`config.mk`:
```
export PLATFORM = sky130hd
export DESIGN_NAME = instr_fetch_unit_flat
export DESIGN_NICKNAME = d
export VERILOG_FILES = /design/src/rtl/instr_fetch_unit_if.sv /design/src/rtl/instr_fetch_unit.sv /design/src/flat_wrapper.sv
export SDC_FILE = /design/constraint.sdc
export NUM_CORES = 1
export LEC_CHECK = 0
export ABC_AREA = 1
export CAP_MARGIN = 20
export CORE_MARGIN = 5
export CORE_UTILIZATION = 39
export DETAILED_ROUTE_END_ITERATION = 6
export PLACE_DENSITY = 0.89
export SETUP_SLACK_MARGIN = 0.05
export SLEW_MARGIN = 20
export SYNTH_ARGS = -nofsm -noshare
export SYNTH_HDL_FRONTEND = slang
export SYNTH_SLANG_ARGS = --single-unit
export TNS_END_PERCENT = 10
```
`constraint.sdc`:
```
create_clock -name clk -period 2.1 [get_ports clk]
set_clock_uncertainty 0.05 [all_clocks]
set_input_delay 0.525 -clock clk [delete_from_list [all_inputs] [get_ports clk]]
set_output_delay 0.525 -clock clk [all_outputs]
set_load 0.03 [all_outputs]
```
`src/rtl/instr_fetch_unit_if.sv`:
```
// Fetch-unit bus: instruction-memory req/gnt/rvalid channel, issue valid/ready
// channel and next-PC select inputs.
interface instr_fetch_unit_if;
    logic        imem_req;
    logic [31:0] imem_addr;
    logic        imem_gnt;
    logic        imem_rvalid;
    logic [31:0] imem_rdata;
    logic [31:0] instr;
    logic        instr_valid;
    logic        instr_ready;
    logic [31:0] pc;
    logic [31:0] pc_plus4;
    logic        pc_sel;
    logic [31:0] alu_target;
    logic        fetch_err;

    modport master (
        output imem_req, imem_addr,
        input  imem_gnt, imem_rvalid, imem_rdata,
        output instr, instr_valid,
        input  instr_ready,
        output pc, pc_plus4,
        input  pc_sel, alu_target,
        output fetch_err
    );

    modport slave (
        input  imem_req, imem_addr,
        output imem_gnt, imem_rvalid, imem_rdata,
        input  instr, instr_valid,
        output instr_ready,
        input  pc, pc_plus4,
        output pc_sel, alu_target,
        input  fetch_err
    );
endinterface

```
`src/rtl/instr_fetch_unit.sv`:
```
// Single-outstanding instruction fetch front end with PC select.
// Optional misaligned-target trap: define FETCH_MISALIGN_TRAP_EN.
module instr_fetch_unit #(
    parameter logic [31:0] RESET_PC  = 32'h0000_0000,
    parameter logic [31:0] NOP_INSTR = 32'h0000_0013
) (
    input logic               clk,
    input logic               rst_n,
    instr_fetch_unit_if.master bus
);

    typedef enum logic [2:0] {
        ST_IDLE,
        ST_FETCH,
        ST_WAIT,
`ifdef FETCH_MISALIGN_TRAP_EN
        ST_HALT,
`endif
        ST_ISSUE
    } state_t;

    state_t      state, state_next;
    logic [31:0] pc_q, pc_d;
    logic [31:0] instr_q, instr_d;
    logic [31:0] pc_inc;
    logic        err_q, err_d;
    logic        unused_tgt_bits;

    assign pc_inc = pc_q + 32'd4;

    always_ff @(posedge clk) begin
        if (!rst_n) begin
            state   <= ST_IDLE;
            pc_q    <= RESET_PC;
            instr_q <= NOP_INSTR;
            err_q   <= 1'b0;
        end else begin
            state   <= state_next;
            pc_q    <= pc_d;
            instr_q <= instr_d;
            err_q   <= err_d;
        end
    end

    always_comb begin
        state_next = state;
        pc_d       = pc_q;
        instr_d    = instr_q;
        err_d      = err_q;
        case (state)
            ST_IDLE:  state_next = ST_FETCH;
            ST_FETCH: if (bus.imem_gnt) state_next = ST_WAIT;
            ST_WAIT: begin
                if (bus.imem_rvalid) begin
                    instr_d    = bus.imem_rdata;
                    state_next = ST_ISSUE;
                end
            end
            ST_ISSUE: begin
                if (bus.instr_ready) begin
                    state_next = ST_FETCH;
                    if (!bus.pc_sel) begin
                        pc_d = pc_inc;
                    end else begin
`ifdef FETCH_MISALIGN_TRAP_EN
                        pc_d = {bus.alu_target[31:1], 1'b0};
                        if (bus.alu_target[1]) begin
                            state_next = ST_HALT;
                            err_d      = 1'b1;
                        end
`else
                        pc_d = {bus.alu_target[31:2], 2'b00};
`endif
                    end
                end
            end
`ifdef FETCH_MISALIGN_TRAP_EN
            ST_HALT: state_next = ST_HALT;
`endif
            default: state_next = ST_IDLE;
        endcase
    end

    assign bus.imem_req    = (state == ST_FETCH);
    assign bus.imem_addr   = pc_q;
    assign bus.instr       = instr_q;
    assign bus.instr_valid = (state == ST_ISSUE);
    assign bus.pc          = pc_q;
    assign bus.pc_plus4    = pc_inc;

`ifdef FETCH_MISALIGN_TRAP_EN
    assign bus.fetch_err   = err_q;
    assign unused_tgt_bits = bus.alu_target[0];
`else
    // Trap logic absent: the error register stays at its reset value and is not observed.
    assign bus.fetch_err   = 1'b0;
    assign unused_tgt_bits = ^{bus.alu_target[1:0], err_q};
`endif

endmodule

```
`src/flat_wrapper.sv`:
```
// flat-port wrapper written by rule: the top's interface ports become plain ports
module instr_fetch_unit_flat 
#(
    parameter logic [31:0] RESET_PC  = 32'h0000_0000,
    parameter logic [31:0] NOP_INSTR = 32'h0000_0013
)
  (clk, rst_n, bus_imem_req, bus_imem_addr, bus_imem_gnt, bus_imem_rvalid, bus_imem_rdata, bus_instr, bus_instr_valid, bus_instr_ready, bus_pc, bus_pc_plus4, bus_pc_sel, bus_alu_target, bus_fetch_err);
  instr_fetch_unit_if bus_i ();
  input logic clk;
  input logic rst_n;
  output wire logic [$bits(bus_i.imem_req)-1:0] bus_imem_req;
  output wire logic [$bits(bus_i.imem_addr)-1:0] bus_imem_addr;
  input wire logic [$bits(bus_i.imem_gnt)-1:0] bus_imem_gnt;
  input wire logic [$bits(bus_i.imem_rvalid)-1:0] bus_imem_rvalid;
  input wire logic [$bits(bus_i.imem_rdata)-1:0] bus_imem_rdata;
  output wire logic [$bits(bus_i.instr)-1:0] bus_instr;
  output wire logic [$bits(bus_i.instr_valid)-1:0] bus_instr_valid;
  input wire logic [$bits(bus_i.instr_ready)-1:0] bus_instr_ready;
  output wire logic [$bits(bus_i.pc)-1:0] bus_pc;
  output wire logic [$bits(bus_i.pc_plus4)-1:0] bus_pc_plus4;
  input wire logic [$bits(bus_i.pc_sel)-1:0] bus_pc_sel;
  input wire logic [$bits(bus_i.alu_target)-1:0] bus_alu_target;
  output wire logic [$bits(bus_i.fetch_err)-1:0] bus_fetch_err;
  assign bus_imem_req = bus_i.imem_req;
  assign bus_imem_addr = bus_i.imem_addr;
  assign bus_i.imem_gnt = bus_imem_gnt;
  assign bus_i.imem_rvalid = bus_imem_rvalid;
  assign bus_i.imem_rdata = bus_imem_rdata;
  assign bus_instr = bus_i.instr;
  assign bus_instr_valid = bus_i.instr_valid;
  assign bus_i.instr_ready = bus_instr_ready;
  assign bus_pc = bus_i.pc;
  assign bus_pc_plus4 = bus_i.pc_plus4;
  assign bus_i.pc_sel = bus_pc_sel;
  assign bus_i.alu_target = bus_alu_target;
  assign bus_fetch_err = bus_i.fetch_err;
  instr_fetch_unit #(.RESET_PC(RESET_PC), .NOP_INSTR(NOP_INSTR)) u_core (.clk(clk), .rst_n(rst_n), .bus(bus_i));
endmodule
```
### Word-level counts from Yosys, hierarchy flattened

Index checks and enable logic that the tools add are counted.

| storage, ports and cells | value |
|---|---|
| input bits | 70 |
| output and inout port bits | 131 |
| register bits after elaboration | 67 |
| bits in read-only memories | 0 |
| latch bits | 0 |
| memories | 0 |
| memory bits (writable) | 0 |
| word-level logic and storage cells | 19 |

| operators by class | value |
|---|---|
| muxes and demuxes | 5 |
| $lt $le $gt $ge | 0 |
| add/subtract/negate cells | 1 |
| equality and inequality tests | 6 |
| bitwise operators | 0 |
| reduce and logical (&&, ||, !) cells | 4 |
| multipliers | 0 |
| shift-type cells | 0 |
| div/mod/pow operators | 0 |

Operator list:

| cell | number |
|---|---|
| adder 32 x 3 -> 32 bit (second input constant) | 1 |
| two-way mux 32 bit | 1 |
| one-hot mux 3 bit (4 select lines) | 1 |
| two-way mux 3 bit | 3 |
| == test 3 x 2 -> 1 bit (second input constant) | 2 |
| inequality test 2 x 1 -> 1 bit (second input constant) | 2 |
| AND reduction 2 bit | 2 |
| == test 3 x 1 -> 1 bit (second input constant) | 1 |
| zero test 3 bit | 1 |
| AND reduction 3 bit | 1 |
| inequality test 2 bit (second input constant) | 1 |

### Longest topological paths before layout

| logic depth | value |
|---|---|
| depth in word-level cells | 3 |
| depth in mapped cells | 10 |

### Worst setup path before layout

No wires, ideal clock.

| timing path | value |
|---|---|
| path kind | reg2out |
| start | reg u_core.pc_q[3], in the netlist u_core.bus.imem_addr[3] |
| end | out bus_pc_plus4[12] |
| arrival | 1787 ps |
| stages on the path, launching flop included | 7 |
| path buffers | 0 |
| setup slack | -262 ps |
| data required time | 1525 ps |
| cell sequence | dfxtp_1 ha_1 nand2_1 nor2_4 nand2_4 nor2_4 xor2_1 |

| between the ends | value |
|---|---|
| word-level cells in the longest chain between the ends | 1 |

RTL lines:

| element | line | source |
|---|---|---|
| start: declaration | instr_fetch_unit.sv:23 | `logic [31:0] pc_q, pc_d;` |
| start signal: assignment | instr_fetch_unit.sv:39 | `pc_q <= pc_d;` |
| adder 32 x 3 -> 32 bit | instr_fetch_unit.sv:29 | `assign pc_inc = pc_q + 32'd4;` |
| end: declaration | flat_wrapper.sv:20 | `output wire logic [$bits(bus_i.pc_plus4)-1:0] bus_pc_plus4;` |

No other way between the ends.

### Final worst setup path

| timing path | value |
|---|---|
| start | reg u_core.pc_q[2], in the netlist u_core.bus.imem_addr[2] |
| end | out bus_pc_plus4[21] |

The elaborated chain is that of the path after synthesis.

==> report_table.html <==
<table>
<tr><th>Metric</th><th>Value</th></tr>
<tr><th colspan="2">Drt</th></tr>
<tr><td>Detail Route met2 WL</td><td>6.46 mm</td></tr>
<tr><td>Average via count per standard cell</td><td>4.93</td></tr>
<tr><td>ANT nets after route</td><td>0</td></tr>
<tr><td>Initial DRC Count</td><td>137</td></tr>
<tr><td>Average routed wire per standard cell</td><td>15.0 um</td></tr>
<tr><td>Via count of the routed design</td><td>4,178</td></tr>
<tr><td>First-pass iteration count of the detailed router</td><td>4</td></tr>
<tr><td>Top routing layer used</td><td>met4</td></tr>
<tr><td>Wire length on met3</td><td>1.38 mm</td></tr>
<tr><td>Post-route DRC violation count</td><td>0</td></tr>
<tr><td>Met1 wire length</td><td>4.66 mm</td></tr>
<tr><td>Sum of routed wire length over all layers</td><td>12.7 mm</td></tr>
<tr><th colspan="2">Setup path</th></tr>
<tr><td>R2R Path Start</td><td>u_core.bus.imem_addr[2]</td></tr>
<tr><td>Crit path launch type</td><td>flop</td></tr>
<tr><td>Path depth of the worst reg2reg path</td><td>9</td></tr>
<tr><td>CP Capture Type</td><td>primary output</td></tr>
<tr><td>Slack of the worst reg-to-reg path</td><td>0.42 ns</td></tr>
<tr><td>Worst Path Class, Setup</td><td>reg2out</td></tr>
<tr><td>Critical R2R Capture</td><td>u_core.bus.imem_addr[21]</td></tr>
<tr><td>Arrival time at the worst endpoint</td><td>1.79 ns</td></tr>
<tr><td>Required time reported for the critical path endpoint</td><td>1.52 ns</td></tr>
<tr><td>Critical-path maximum fanout</td><td>5</td></tr>
<tr><th colspan="2">Clock network</th></tr>
<tr><td>Count of hold buffers inserted by post-cts repair</td><td>0</td></tr>
<tr><td>Clock network latency to the later pin of the worst-skew pair</td><td>0.34 ns</td></tr>
<tr><td>CTS tree</td><td>yes</td></tr>
<tr><td>H-Tree Level Count</td><td>3</td></tr>
<tr><td>Clock slew at reported path FFs</td><td>0.08 ns</td></tr>
<tr><td>Total number of clock tree sinks</td><td>64</td></tr>
<tr><td>Buffer depth of the longest clock path</td><td>2</td></tr>
<tr><td>CTS Root Buffer Type</td><td>sky130_fd_sc_hd__clkbuf_8</td></tr>
<tr><td>Clock buffers created by TritonCTS</td><td>9</td></tr>
<tr><th colspan="2">Min path</th></tr>
<tr><td>Launch point of the worst hold path</td><td>u_core.bus.instr[1]</td></tr>
<tr><td>Number of cells on the worst hold path</td><td>2</td></tr>
<tr><td>Worst Hold Class</td><td>reg2reg</td></tr>
<tr><td>Hold path endpoint</td><td>u_core.bus.instr[1]</td></tr>
<tr><th colspan="2">Layout</th></tr>
<tr><td>Area of the multi-input gates</td><td>2100 um^2</td></tr>
<tr><td>Growth of design area from synthesis to finish</td><td>66.0%</td></tr>
<tr><td>Total area of sequential cells</td><td>1320 um^2</td></tr>
<tr><td>Number of antenna cells inserted</td><td>0</td></tr>
<tr><td>Net count reported at finish</td><td>787</td></tr>
<tr><td>Fraction of layout cells with a size suffix above 1</td><td>0.206</td></tr>
<tr><td>Fillers</td><td>752</td></tr>
<tr><th colspan="2">Synthesis</th></tr>
<tr><td>Synthesized area per cell</td><td>6.86 um^2</td></tr>
<tr><td>Proportion of netlist area held by the largest area contributor</td><td>0.348</td></tr>
<tr><td>Post-synthesis cell type count</td><td>24</td></tr>
<tr><td>Share of the yosys chip area belonging to registers</td><td>0.348</td></tr>
<tr><td>Largest cells by area after synthesis</td><td>sky130_fd_sc_hd__dfxtp_1, sky130_fd_sc_hd__nand2_1, sky130_fd_sc_hd__nor2_1</td></tr>
<tr><td>Synthesized netlist cell count</td><td>537</td></tr>
<tr><td>Yosys synthesis warning count</td><td>0</td></tr>
<tr><td>Number of storage elements in the synthesis netlist</td><td>64</td></tr>
<tr><td>Netlist area before placement</td><td>3680 um^2</td></tr>
<tr><td>Cell type contributing the most total cell area after synthesis</td><td>sky130_fd_sc_hd__dfxtp_1</td></tr>
<tr><th colspan="2">Timing</th></tr>
<tr><td>Total count of hold-check failures in the final report</td><td>0</td></tr>
<tr><td>Hold Slack</td><td>0.435 ns</td></tr>
<tr><td>Final worst path period need</td><td>2.37 ns</td></tr>
<tr><td>Unrepaired setup endpoints after global routing</td><td>true</td></tr>
<tr><td>Fin. max-slew vios</td><td>0</td></tr>
<tr><td>Tcrit/Tclk final</td><td>1.13</td></tr>
<tr><td>Maximum frequency from static timing analysis</td><td>422 MHz</td></tr>
<tr><td>Setup Total Neg Slack</td><td>-4.99 ns</td></tr>
<tr><td>Total of endpoints with negative setup slack in the final report</td><td>25</td></tr>
<tr><td>Setup slack after layout</td><td>-0.270 ns</td></tr>
<tr><th colspan="2">Global routing</th></tr>
<tr><td>Maximum number of pins on one net before global-route repair</td><td>40</td></tr>
<tr><td>Number of antenna violations at the first check in global routing</td><td>0</td></tr>
<tr><td>Aggregate global-route resource usage</td><td>0.221</td></tr>
<tr><td>First-pass GRT wire length</td><td>20.4 mm</td></tr>
<tr><td>Total global routing overflow</td><td>0</td></tr>
<tr><td>Number of global-route vias before repair</td><td>4,340</td></tr>
<tr><th colspan="2">Die</th></tr>
<tr><td>Effective utilization at floorplan</td><td>0.399</td></tr>
<tr><td>Standard-cell row count</td><td>35</td></tr>
<tr><td>Top-level port count</td><td>201</td></tr>
<tr><td>DIE WIDTH</td><td>107 um</td></tr>
<tr><td>Placeable core area</td><td>9240 um^2</td></tr>
<tr><td>Die footprint</td><td>11,500 um^2</td></tr>
<tr><td>Die Span Y</td><td>107 um</td></tr>
<tr><th colspan="2">Place</th></tr>
<tr><td>Port bufs</td><td>191</td></tr>
<tr><td>Post-DP HPWL</td><td>9.59 mm</td></tr>
<tr><td>Final weighted congestion of routability-driven global placement</td><td>0.898</td></tr>
<tr><th colspan="2">Power and ir drop</th></tr>
<tr><td>Net Switching</td><td>0.00204 W</td></tr>
<tr><td>Comb power frac</td><td>0.441</td></tr>
<tr><td>Switch share</td><td>0.401</td></tr>
<tr><td>Clock power frac</td><td>0.240</td></tr>
<tr><td>Pleak</td><td>2.75 nW</td></tr>
<tr><td>Sequential group share of total power</td><td>0.319</td></tr>
<tr><td>Cell-internal power</td><td>0.00305 W</td></tr>
<tr><td>Largest vdd supply drop</td><td>584 uV</td></tr>
<tr><td>Ratio of total power to cell area</td><td>832 nW/um^2</td></tr>
<tr><th colspan="2">Job</th></tr>
<tr><td>Max-Cap Viols</td><td>0</td></tr>
<tr><th colspan="2">Status</th></tr>
<tr><td>Outcome</td><td>finished with violations</td></tr>
<tr><td>Violations in the final reports</td><td>setup timing</td></tr>
</table>
state kept, by name, summed over array words and instances (netlist names):
name and flops:
u_core.bus.imem_addr 30, u_core.state 2, u_core.bus.instr 32
how the worst max path moves through the flow:
| stage | from | endpoint | slack, ns | depth (start not counted) |
|---|---|---|---|---|
| floorplan | u_core.bus.imem_addr[13] | bus_pc_plus4[16] | 0.06 | 5 |
| global placement | u_core.bus.imem_addr[2] | bus_pc_plus4[26] | 0.04 | 8 |
| detailed placement | u_core.bus.imem_addr[2] | bus_pc_plus4[22] | 0.01 | 8 |
| CTS | u_core.bus.imem_addr[3] | bus_pc_plus4[18] | -0.27 | 8 |
| global route | u_core.bus.imem_addr[5] | bus_pc_plus4[21] | -0.36 | 8 |
| finish | u_core.bus.imem_addr[2] | bus_pc_plus4[21] | -0.27 | 9 |
repair_timing:
item	CTS	global route
pin swaps	19	23
buffers inserted	6	1
gates resized for setup	82	31
endpoints found under the setup margin	72	45
cloned	0	0
cell type report:
class | count | area share
clock inverters | 6 | 0.0149
well taps | 129 | 0.0264
flip-flops and latches | 64 | 0.216
repair buffers | 221 | 0.361
clock buffers | 10 | 0.0225
multi-input cells | 390 | 0.343
inverters | 27 | 0.0166
placed cells by master, fill, tap and decap left out, types with 8 or more instances in the layout:
master / n
sky130_fd_sc_hd__nand2_2: 17
sky130_fd_sc_hd__nand2_1: 100
sky130_fd_sc_hd__buf_4: 29
sky130_fd_sc_hd__o21ai_0: 60
sky130_fd_sc_hd__nor2_4: 10
sky130_fd_sc_hd__nor2_1: 80
sky130_fd_sc_hd__buf_12: 8
sky130_fd_sc_hd__clkbuf_8: 10
sky130_fd_sc_hd__clkdlybuf4s50_1: 113
sky130_fd_sc_hd__dfxtp_2: 10
sky130_fd_sc_hd__buf_6: 20
sky130_fd_sc_hd__inv_1: 26
sky130_fd_sc_hd__dlygate4sd2_1: 40
sky130_fd_sc_hd__dlymetal6s2s_1: 9
sky130_fd_sc_hd__nand3_1: 12
sky130_fd_sc_hd__dfxtp_1: 47
sky130_fd_sc_hd__a21oi_1: 59
Yosys cell counts:
master	count
sky130_fd_sc_hd__xor2_1	4
sky130_fd_sc_hd__o211ai_1	1
sky130_fd_sc_hd__buf_4	37
sky130_fd_sc_hd__nand3b_1	6
sky130_fd_sc_hd__nand2_2	5
sky130_fd_sc_hd__inv_1	27
sky130_fd_sc_hd__buf_2	3
sky130_fd_sc_hd__nand2_4	2
sky130_fd_sc_hd__nand2_1	113
sky130_fd_sc_hd__o21ai_0	60
sky130_fd_sc_hd__dfxtp_1	64
sky130_fd_sc_hd__clkbuf_1	22
sky130_fd_sc_hd__and2_1	5
sky130_fd_sc_hd__conb_1	1
sky130_fd_sc_hd__a21oi_1	59
sky130_fd_sc_hd__nand3_1	14
sky130_fd_sc_hd__xnor2_1	4
sky130_fd_sc_hd__nor2_1	83
sky130_fd_sc_hd__o221ai_1	1
sky130_fd_sc_hd__a21oi_2	1
sky130_fd_sc_hd__nor2_2	5
sky130_fd_sc_hd__nor2_4	9
sky130_fd_sc_hd__ha_1	4
sky130_fd_sc_hd__xor2_2	7
metrics by stage:
stage / cell area [um^2] / util / setup WS (ns) / power [W] / cells
global route: 6120 / 0.662 / -0.361 / 0.00537 / 847
detailed placement: 5660 / 0.612 / 0.00982 / 0.00390 / 824
finish: 6120 / 0.662 / -0.270 / 0.00509 / 847
global placement: 5660 / 0.612 / 0.0428 / 0.00384 / 824
floorplan: 3760 / - / 0.0593 / 0.00297 / 543
CTS: 6020 / 0.651 / -0.269 / 0.00511 / 846
critical path, stage by stage (launching register included):
cell	delay [ns]
sky130_fd_sc_hd__dfxtp_4	0.36
sky130_fd_sc_hd__buf_4	0.12
sky130_fd_sc_hd__inv_2	0.05
sky130_fd_sc_hd__nor2_4	0.16
sky130_fd_sc_hd__nand2_4	0.12
sky130_fd_sc_hd__nor2_4	0.26
sky130_fd_sc_hd__nand2_2	0.08
sky130_fd_sc_hd__nand2_1	0.09
sky130_fd_sc_hd__nand2_2	0.07
sky130_fd_sc_hd__buf_6	0.14
power by group through the flow:
stage	sequential, W	clock, W	combinational [W]
finish	0.00162	0.00122	0.00225
CTS	0.00161	0.00125	0.00225
global placement	0.00162	0	0.00222
floorplan	0.00201	0	0.000959
global route	0.00166	0.00131	0.00240
detailed placement	0.00164	0	0.00227
kinds of logic after synthesis:
group,synth area share
other cells,0.00102
simple gates,0.290
flops,0.348
compound gates,0.168
buf+inv,0.129
xor+xnor,0.0499
fa+ha+maj,0.0136
routing by layer:
metal	global-route usage	up-vias
li1	-	2027
met1	0.234	1948
met2	0.395	186
met3	0.0963	17
met4	0.0621	0
met5	0	-
Note: power is estimated with default switching activity, not from simulation.
